### config.mk
export PLATFORM = sky130hd
export DESIGN_NAME = alu_seq_flat
export DESIGN_NICKNAME = d
export VERILOG_FILES = /design/src/rtl/alu_pkg.sv /design/src/rtl/alu_seq_if.sv /design/src/rtl/alu_comb_core.sv /design/src/rtl/alu_seq.sv /design/src/flat_wrapper.sv
export SDC_FILE = /design/constraint.sdc
export NUM_CORES = 1
export LEC_CHECK = 0
export BUFFER_PORTS_ARGS = -buffer_cell sky130_fd_sc_hd__buf_2
export CAP_MARGIN = 20
export CORE_MARGIN = 4
export CORE_UTILIZATION = 55
export CTS_CLUSTER_DIAMETER = 60
export DETAILED_ROUTE_END_ITERATION = 7
export GPL_TIMING_DRIVEN = 0
export PLACE_DENSITY = 0.76
export SLEW_MARGIN = 10
export SYNTH_ARGS = -nofsm -noshare
export SYNTH_HDL_FRONTEND = slang
export SYNTH_SLANG_ARGS = --single-unit
### constraint.sdc
create_clock -name clk -period 2.7 [get_ports clk]
set_input_delay 0.54 -clock clk [delete_from_list [all_inputs] [get_ports clk]]
set_output_delay 0.54 -clock clk [all_outputs]
set_load 0.05 [all_outputs]
### src/rtl/alu_pkg.sv
// alu_pkg: shared opcode, flag and state types
// for the handshaked sequential ALU.
package alu_pkg;

  typedef enum logic [3:0] {
    OP_ADD = 4'd0,
    OP_SUB = 4'd1,
    OP_NEG = 4'd2,
    OP_OR  = 4'd3,
    OP_AND = 4'd4,
    OP_XOR = 4'd5,
    OP_NOT = 4'd6,
    OP_SLL = 4'd7,
    OP_SRL = 4'd8,
    OP_SRA = 4'd9,
    OP_SLA = 4'd10
  } alu_op_e;

  typedef struct packed {
    logic c;
    logic v;
    logic z;
    logic n;
  } alu_flags_t;

  typedef enum logic [1:0] {
    ST_IDLE  = 2'd0,
    ST_SHIFT = 2'd1,
    ST_DONE  = 2'd2
  } alu_state_e;

  function automatic logic is_shift(
    alu_op_e op
  );
    return (op == OP_SLL) ||
           (op == OP_SRL) ||
           (op == OP_SRA) ||
           (op == OP_SLA);
  endfunction

endpackage

### src/rtl/alu_seq_if.sv
// alu_seq_if: operand beat in, result beat out,
// each with its own valid/ready pair.
interface alu_seq_if #(
  parameter int WIDTH = 8
);

  logic             in_valid;
  logic             in_ready;
  logic [WIDTH-1:0] A;
  logic [WIDTH-1:0] B;
  logic [3:0]       sel;
  logic             out_valid;
  logic             out_ready;
  logic [WIDTH:0]   F;
  logic             C;
  logic             V;
  logic             Z;
  logic             N;
  logic             err;

  modport master (
    output in_valid,
    output A,
    output B,
    output sel,
    output out_ready,
    input  in_ready,
    input  out_valid,
    input  F,
    input  C,
    input  V,
    input  Z,
    input  N,
    input  err
  );

  modport slave (
    input  in_valid,
    input  A,
    input  B,
    input  sel,
    input  out_ready,
    output in_ready,
    output out_valid,
    output F,
    output C,
    output V,
    output Z,
    output N,
    output err
  );

endinterface

### src/rtl/alu_comb_core.sv
// alu_comb_core: single-cycle ops and their flags.
// Shift opcodes yield zero here; the top runs them.
module alu_comb_core
  import alu_pkg::*;
#(
  parameter int WIDTH = 8
) (
  input  logic [WIDTH-1:0] a,
  input  logic [WIDTH-1:0] b,
  input  alu_op_e          op,
  output logic [WIDTH:0]   f,
  output alu_flags_t       flags,
  output logic             err
);

  localparam int M = WIDTH - 1;

  logic [WIDTH:0]   sum;
  logic [WIDTH:0]   dif;
  logic [WIDTH-1:0] neg;
  logic             c;
  logic             v;

  assign sum = {1'b0, a} + {1'b0, b};
  assign dif = {1'b0, a} - {1'b0, b};
  assign neg = '0 - a;

  always_comb begin
    f   = '0;
    c   = 1'b0;
    v   = 1'b0;
    err = 1'b0;
    unique case (1'b1)
      (op == OP_ADD): begin
        f = sum;
        c = sum[WIDTH];
        v = (a[M] == b[M]) &&
            (sum[M] != a[M]);
      end
      (op == OP_SUB): begin
        f = dif;
        c = dif[WIDTH];
        v = (a[M] != b[M]) &&
            (dif[M] != a[M]);
      end
      (op == OP_NEG): begin
        f = {1'b0, neg};
        v = a[M] && ~|a[M-1:0];
      end
      (op == OP_OR):  f = {1'b0, a | b};
      (op == OP_AND): f = {1'b0, a & b};
      (op == OP_XOR): f = {1'b0, a ^ b};
      (op == OP_NOT): f = {1'b0, ~b};
      is_shift(op): ;
      default: err = 1'b1;
    endcase
  end

  assign flags.c = c;
  assign flags.v = v;
  assign flags.z = ~|f[M:0];
  assign flags.n = f[M];

endmodule

### src/rtl/alu_seq.sv
// alu_seq: handshaked ALU with registered result,
// flags, and bit-serial shifts under a 3-state FSM.
module alu_seq
  import alu_pkg::*;
#(
  parameter  int WIDTH = 8,
  localparam int SHW   = $clog2(WIDTH)
) (
  input logic      clk,
  input logic      rst,
  alu_seq_if.slave bus
);

  localparam int M = WIDTH - 1;

  alu_state_e       state;
  alu_op_e          op_q;
  logic [WIDTH-1:0] sh;
  logic             sh_c;
  logic             sh_v;
  logic [SHW-1:0]   cnt;
  logic [WIDTH:0]   f_q;
  alu_flags_t       fl_q;
  logic             err_q;

  alu_op_e          in_op;
  logic [SHW-1:0]   in_n;
  logic             in_ready;
  logic             accept;

  logic [WIDTH:0]   core_f;
  alu_flags_t       core_fl;
  logic             core_err;

  logic [WIDTH:0]   ld_f;
  alu_flags_t       ld_fl;
  logic             ld_err;
  logic             ld_shift;

  logic [WIDTH-1:0] step_d;
  logic             step_c;
  logic             step_v;

  assign in_op = alu_op_e'(bus.sel);
  assign in_n  = bus.B[SHW-1:0];

  assign in_ready = !rst && (
    (state == ST_IDLE) ||
    ((state == ST_DONE) && bus.out_ready));
  assign accept = bus.in_valid && in_ready;

  alu_comb_core #(
    .WIDTH (WIDTH)
  ) u_core (
    .a     (bus.A),
    .b     (bus.B),
    .op    (in_op),
    .f     (core_f),
    .flags (core_fl),
    .err   (core_err)
  );

  // A shift by zero completes like a single-cycle op.
  always_comb begin
    ld_f     = core_f;
    ld_fl    = core_fl;
    ld_err   = core_err;
    ld_shift = 1'b0;
    if (is_shift(in_op)) begin
      if (in_n == '0) begin
        ld_f  = {1'b0, bus.A};
        ld_fl = '{c: 1'b0,
                  v: 1'b0,
                  z: ~|bus.A,
                  n: bus.A[M]};
      end else begin
        ld_shift = 1'b1;
      end
    end
  end

  // One-bit shift step; SLA flags a sign change.
  always_comb begin
    step_d = sh;
    step_c = 1'b0;
    step_v = 1'b0;
    unique case (1'b1)
      (op_q == OP_SLL): begin
        step_d = {sh[M-1:0], 1'b0};
        step_c = sh[M];
      end
      (op_q == OP_SLA): begin
        step_d = {sh[M-1:0], 1'b0};
        step_c = sh[M];
        step_v = sh[M] ^ sh[M-1];
      end
      (op_q == OP_SRL): begin
        step_d = {1'b0, sh[M:1]};
        step_c = sh[0];
      end
      (op_q == OP_SRA): begin
        step_d = {sh[M], sh[M:1]};
        step_c = sh[0];
      end
      default: ;
    endcase
  end

  always_ff @(posedge clk) begin
    if (rst) begin
      state <= ST_IDLE;
      op_q  <= OP_ADD;
      sh    <= '0;
      sh_c  <= 1'b0;
      sh_v  <= 1'b0;
      cnt   <= '0;
      f_q   <= '0;
      fl_q  <= '0;
      err_q <= 1'b0;
    end else begin
      unique case (state)
        ST_SHIFT: begin
          if (cnt == '0) begin
            state <= ST_DONE;
            f_q   <= {1'b0, sh};
            fl_q  <= '{c: sh_c,
                       v: sh_v,
                       z: ~|sh,
                       n: sh[M]};
            err_q <= 1'b0;
          end else begin
            sh   <= step_d;
            sh_c <= step_c;
            sh_v <= sh_v | step_v;
            cnt  <= cnt - SHW'(1);
          end
        end
        default: begin
          if (accept) begin
            if (ld_shift) begin
              state <= ST_SHIFT;
              op_q  <= in_op;
              sh    <= bus.A;
              sh_c  <= 1'b0;
              sh_v  <= 1'b0;
              cnt   <= in_n;
            end else begin
              state <= ST_DONE;
              f_q   <= ld_f;
              fl_q  <= ld_fl;
              err_q <= ld_err;
            end
          end else if (state == ST_DONE &&
                       bus.out_ready) begin
            state <= ST_IDLE;
          end
        end
      endcase
    end
  end

  assign bus.in_ready  = in_ready;
  assign bus.out_valid = (state == ST_DONE);
  assign bus.F         = f_q;
  assign bus.C         = fl_q.c;
  assign bus.V         = fl_q.v;
  assign bus.Z         = fl_q.z;
  assign bus.N         = fl_q.n;
  assign bus.err       = err_q;

endmodule

### src/flat_wrapper.sv
// flat-port wrapper written by rule: the top's interface ports become plain ports
module alu_seq_flat import alu_pkg::*;
#(
  parameter  int WIDTH = 8,
  localparam int SHW   = $clog2(WIDTH)
)
  (clk, rst, bus_in_valid, bus_A, bus_B, bus_sel, bus_out_ready, bus_in_ready, bus_out_valid, bus_F, bus_C, bus_V, bus_Z, bus_N, bus_err);
  alu_seq_if #(.WIDTH(WIDTH)) bus_i ();
  input logic clk;
  input logic rst;
  input wire logic [$bits(bus_i.in_valid)-1:0] bus_in_valid;
  input wire logic [$bits(bus_i.A)-1:0] bus_A;
  input wire logic [$bits(bus_i.B)-1:0] bus_B;
  input wire logic [$bits(bus_i.sel)-1:0] bus_sel;
  input wire logic [$bits(bus_i.out_ready)-1:0] bus_out_ready;
  output wire logic [$bits(bus_i.in_ready)-1:0] bus_in_ready;
  output wire logic [$bits(bus_i.out_valid)-1:0] bus_out_valid;
  output wire logic [$bits(bus_i.F)-1:0] bus_F;
  output wire logic [$bits(bus_i.C)-1:0] bus_C;
  output wire logic [$bits(bus_i.V)-1:0] bus_V;
  output wire logic [$bits(bus_i.Z)-1:0] bus_Z;
  output wire logic [$bits(bus_i.N)-1:0] bus_N;
  output wire logic [$bits(bus_i.err)-1:0] bus_err;
  assign bus_i.in_valid = bus_in_valid;
  assign bus_i.A = bus_A;
  assign bus_i.B = bus_B;
  assign bus_i.sel = bus_sel;
  assign bus_i.out_ready = bus_out_ready;
  assign bus_in_ready = bus_i.in_ready;
  assign bus_out_valid = bus_i.out_valid;
  assign bus_F = bus_i.F;
  assign bus_C = bus_i.C;
  assign bus_V = bus_i.V;
  assign bus_Z = bus_i.Z;
  assign bus_N = bus_i.N;
  assign bus_err = bus_i.err;
  alu_seq #(.WIDTH(WIDTH)) u_core (.clk(clk), .rst(rst), .bus(bus_i));
endmodule
==> impl_metrics.ini <==
[sta]
finalClockSkew_ns = 0.0103
hold_viol = 0
finalSetupViolations = 0
layout_setup_ws_ns = 0.0476
fmax_mhz = 377
tightest_slew_ns = 0.920
period_share_pct = 98.2
relSlewSlack_pct = 38.4
rsz0062_at_grt = yes
maxSlewViolCount = 0
period_needed_ns = 2.65

[routing]
routedWlPerCell_microns = 18.2
wl_microns = 9990
wl_met1_microns = 4510
drtAntennaViolNets = 0
top_layer_used = met4
dr.pass1.iters = 5
wl_met2_microns = 4250
vias_per_cell = 6.37
drc = 0
drt-initial-drc-count = 309
met3_length_microns = 1010
vias = 3504

[grt]
grt_max_degree = 11
grt_pass1_wl_microns = 15900
grt_pass1_vias = 3132
grt-ovfl-total = 0
antenna_found_initial = 0
grtUsageTotal_pct = 27.3

[status]
status = complete, no violations

[layout]
final_cell_mix = buf_2 (49), nor2_1 (41), nand2_1 (38)
fin_util_pct = 65.0
n_antenna_cell = 0
nets = 531
drive_above_1_share_pct = 19.0
layout_commonest_cell = buf_2
syn_to_final_growth_pct = 12.3
num-fill-cells = 511

[die]
dieArea_sq_um = 7230
initial_core_util_pct = 57.9
io_pins = 40
die_h_microns = 85.0
num_rows = 27
die_x_microns = 85.0
core_area_sq_um = 5640

[logic_synthesis]
synth_top_area_share_pct = 19.6
ys.flop_type = dfxtp_1
syn_avg_cell_area_sq_um = 7.57
yosysTopAreaCell = dfxtp_1
async_flop_share_pct = 0
synth_seq_cells = 32
ys_seq_area_share_pct = 19.6
ys_types = 74
syn_nets = 485
yosys-top-cells-area = dfxtp_1 (20%), ha_1 (11%), a21oi_1 (5.7%), mux2i_1 (4.9%), nor2_1 (4.7%)
synth_edf_count = 0
synth_cells = 431
yosys_warnings = 0
synthesis.area_sq_um = 3260

[clocking]
clock_latency_ns = 0.29
clockRootBuffer = clkbuf_8
clk_path_buf_depth = 2
cts_tree = done
cts_max_level = 2
numCtsBuffers = 5
clkSlewWorstSetupHoldPaths_ns = 0.07
clock-sinks = 32

[power]
p_leak_nw = 1.51
power.density_nw_per_um2 = 390
vdd_drop_max_mv = 0.284

[worst_setup_path]
crit_path_top_delay_cell = a211oi_1
worstSetupPathType = in2reg
rrSetupSlack_ns = 0.44
r2r_cells = 10
crit_arrival_ns = 2.88
crit-reg2reg-launch = u_core.cnt[0]
cp_max_fo = 9
startpoint = bus_A[1]
critPathMaxStageDelay_ns = 0.48
cp.required_ns = 2.93
cp_cell_sequence = buf_2 > inv_1 > ha_1 > a211oi_1 > nor2_1 > o21a_1 > a221o_1 > nor2_2 > o211ai_1 > o21ai_1
crit_path_start_kind = input pin
reg2reg_to = u_core.bus.C
setup.worst_path.end = u_core.bus.Z
critPathCaptureType = flop

[run]
cap_violations = 0

[place]
place.gp.congestion = 0.968
io_buffers = 38
place_ws_ns = -0.286
hpwlAfterDp_microns = 7600

[worst_hold_path]
hp-class = reg2reg
sequential cells by signal (all words and copies together) (netlist names):
signal and count:
u_core.bus.F 9, u_core.sh 8, u_core.op_q 4, u_core.cnt 3, u_core.state 2, u_core.bus.C 1, u_core.bus.V 1, u_core.bus.Z 1
u_core.bus.err 1, u_core.sh_c 1, u_core.sh_v 1
kinds of logic after synthesis:
logic type                 share of synthesized area (%)
muxes                                               6.40
DFF                                                 19.6
and+or+nand+nor                                     22.2
buffers and inverters                               8.24
adders and majority gates                           12.0
AOI/OAI and AO/OA                                   29.2
xor gates and xnor gates                            2.41
cell usage after synthesis, types with 3 or more instances:
cell	n
dfxtp_1	32
nand3_1	10
and3_1	4
a31oi_1	6
o22ai_1	9
buf_6	3
o21ai_0	21
nor2b_1	6
inv_1	33
nand2b_1	8
xnor2_1	8
nor3_1	15
clkbuf_1	10
nor4_1	3
a311oi_1	4
o21bai_1	3
ha_1	28
o211ai_1	7
a21oi_1	37
mux2i_1	16
a211oi_1	11
nand2_1	38
a211o_1	6
nor2_1	41
buf_2	11
worst min-delay path by stage:
stage,from,end,cells past startpoint
floorplan,u_core.cnt[1],u_core.cnt[1],2
global placement,u_core.bus.err,u_core.bus.err,2
finish,u_core.bus.F[5],u_core.bus.F[5],2
global route,u_core.bus.err,u_core.bus.err,2
detailed placement,u_core.bus.F[2],u_core.bus.F[2],2
CTS,u_core.bus.F[2],u_core.bus.F[2],2
stage by stage:
| step | instance area [sq um] | setup TNS, ns | hold slack, ns | total power, mW | cells |
|---|---|---|---|---|---|
| 2_1_floorplan | 3260 | 0 | 0.444 | 0.889 | 431 |
| 3_3_place_gp | 3540 | -1.01 | 0.436 | 1.02 | 541 |
| 3_5_place_dp | 3540 | -1.07 | 0.447 | 1.03 | 541 |
| 4_1_cts | 3640 | 0 | 0.458 | 1.41 | 549 |
| 5_1_grt | 3670 | -0.130 | 0.481 | 1.50 | 550 |
| 6_report | 3670 | 0 | 0.453 | 1.43 | 550 |
area by class of cell:
class | instances | area (sq um) | share of cell area (%)
multi-input cells | 339 | 2380 | 64.9
flip-flops and latches | 32 | 641 | 17.5
repair buffers | 39 | 195 | 5.32
plain buffers | 26 | 141 | 3.86
inverters | 34 | 128 | 3.48
well taps | 72 | 90.1 | 2.46
clock buffers | 6 | 82.6 | 2.25
clock inverters | 2 | 10.0 | 0.273
layer usage:
metal,global-route usage (%),vias up
met4,7.19,0
met2,40.3,203
li1,-,1656
met3,5.63,30
met1,40.0,1615
met5,0,-
critical path, delay by kind of cell:
kind            cells  cell delay [ns]
buf+inv             2             0.37
compound gates      5             1.34
simple gates        2             0.29
fa+ha+maj           1             0.33
power by group:
part	internal [mW]	switching [mW]
clock	0.203	0.186
sequential	0.493	0.0169
combinational	0.188	0.344
what timing repair did:
action | CTS | global route
endpoints found under the setup margin | 1 | 4
hold buffers | 0 | 0
setup buffers | 0 | 0
resized for setup | 1 | 6
(Power assumes the default switching activity.)
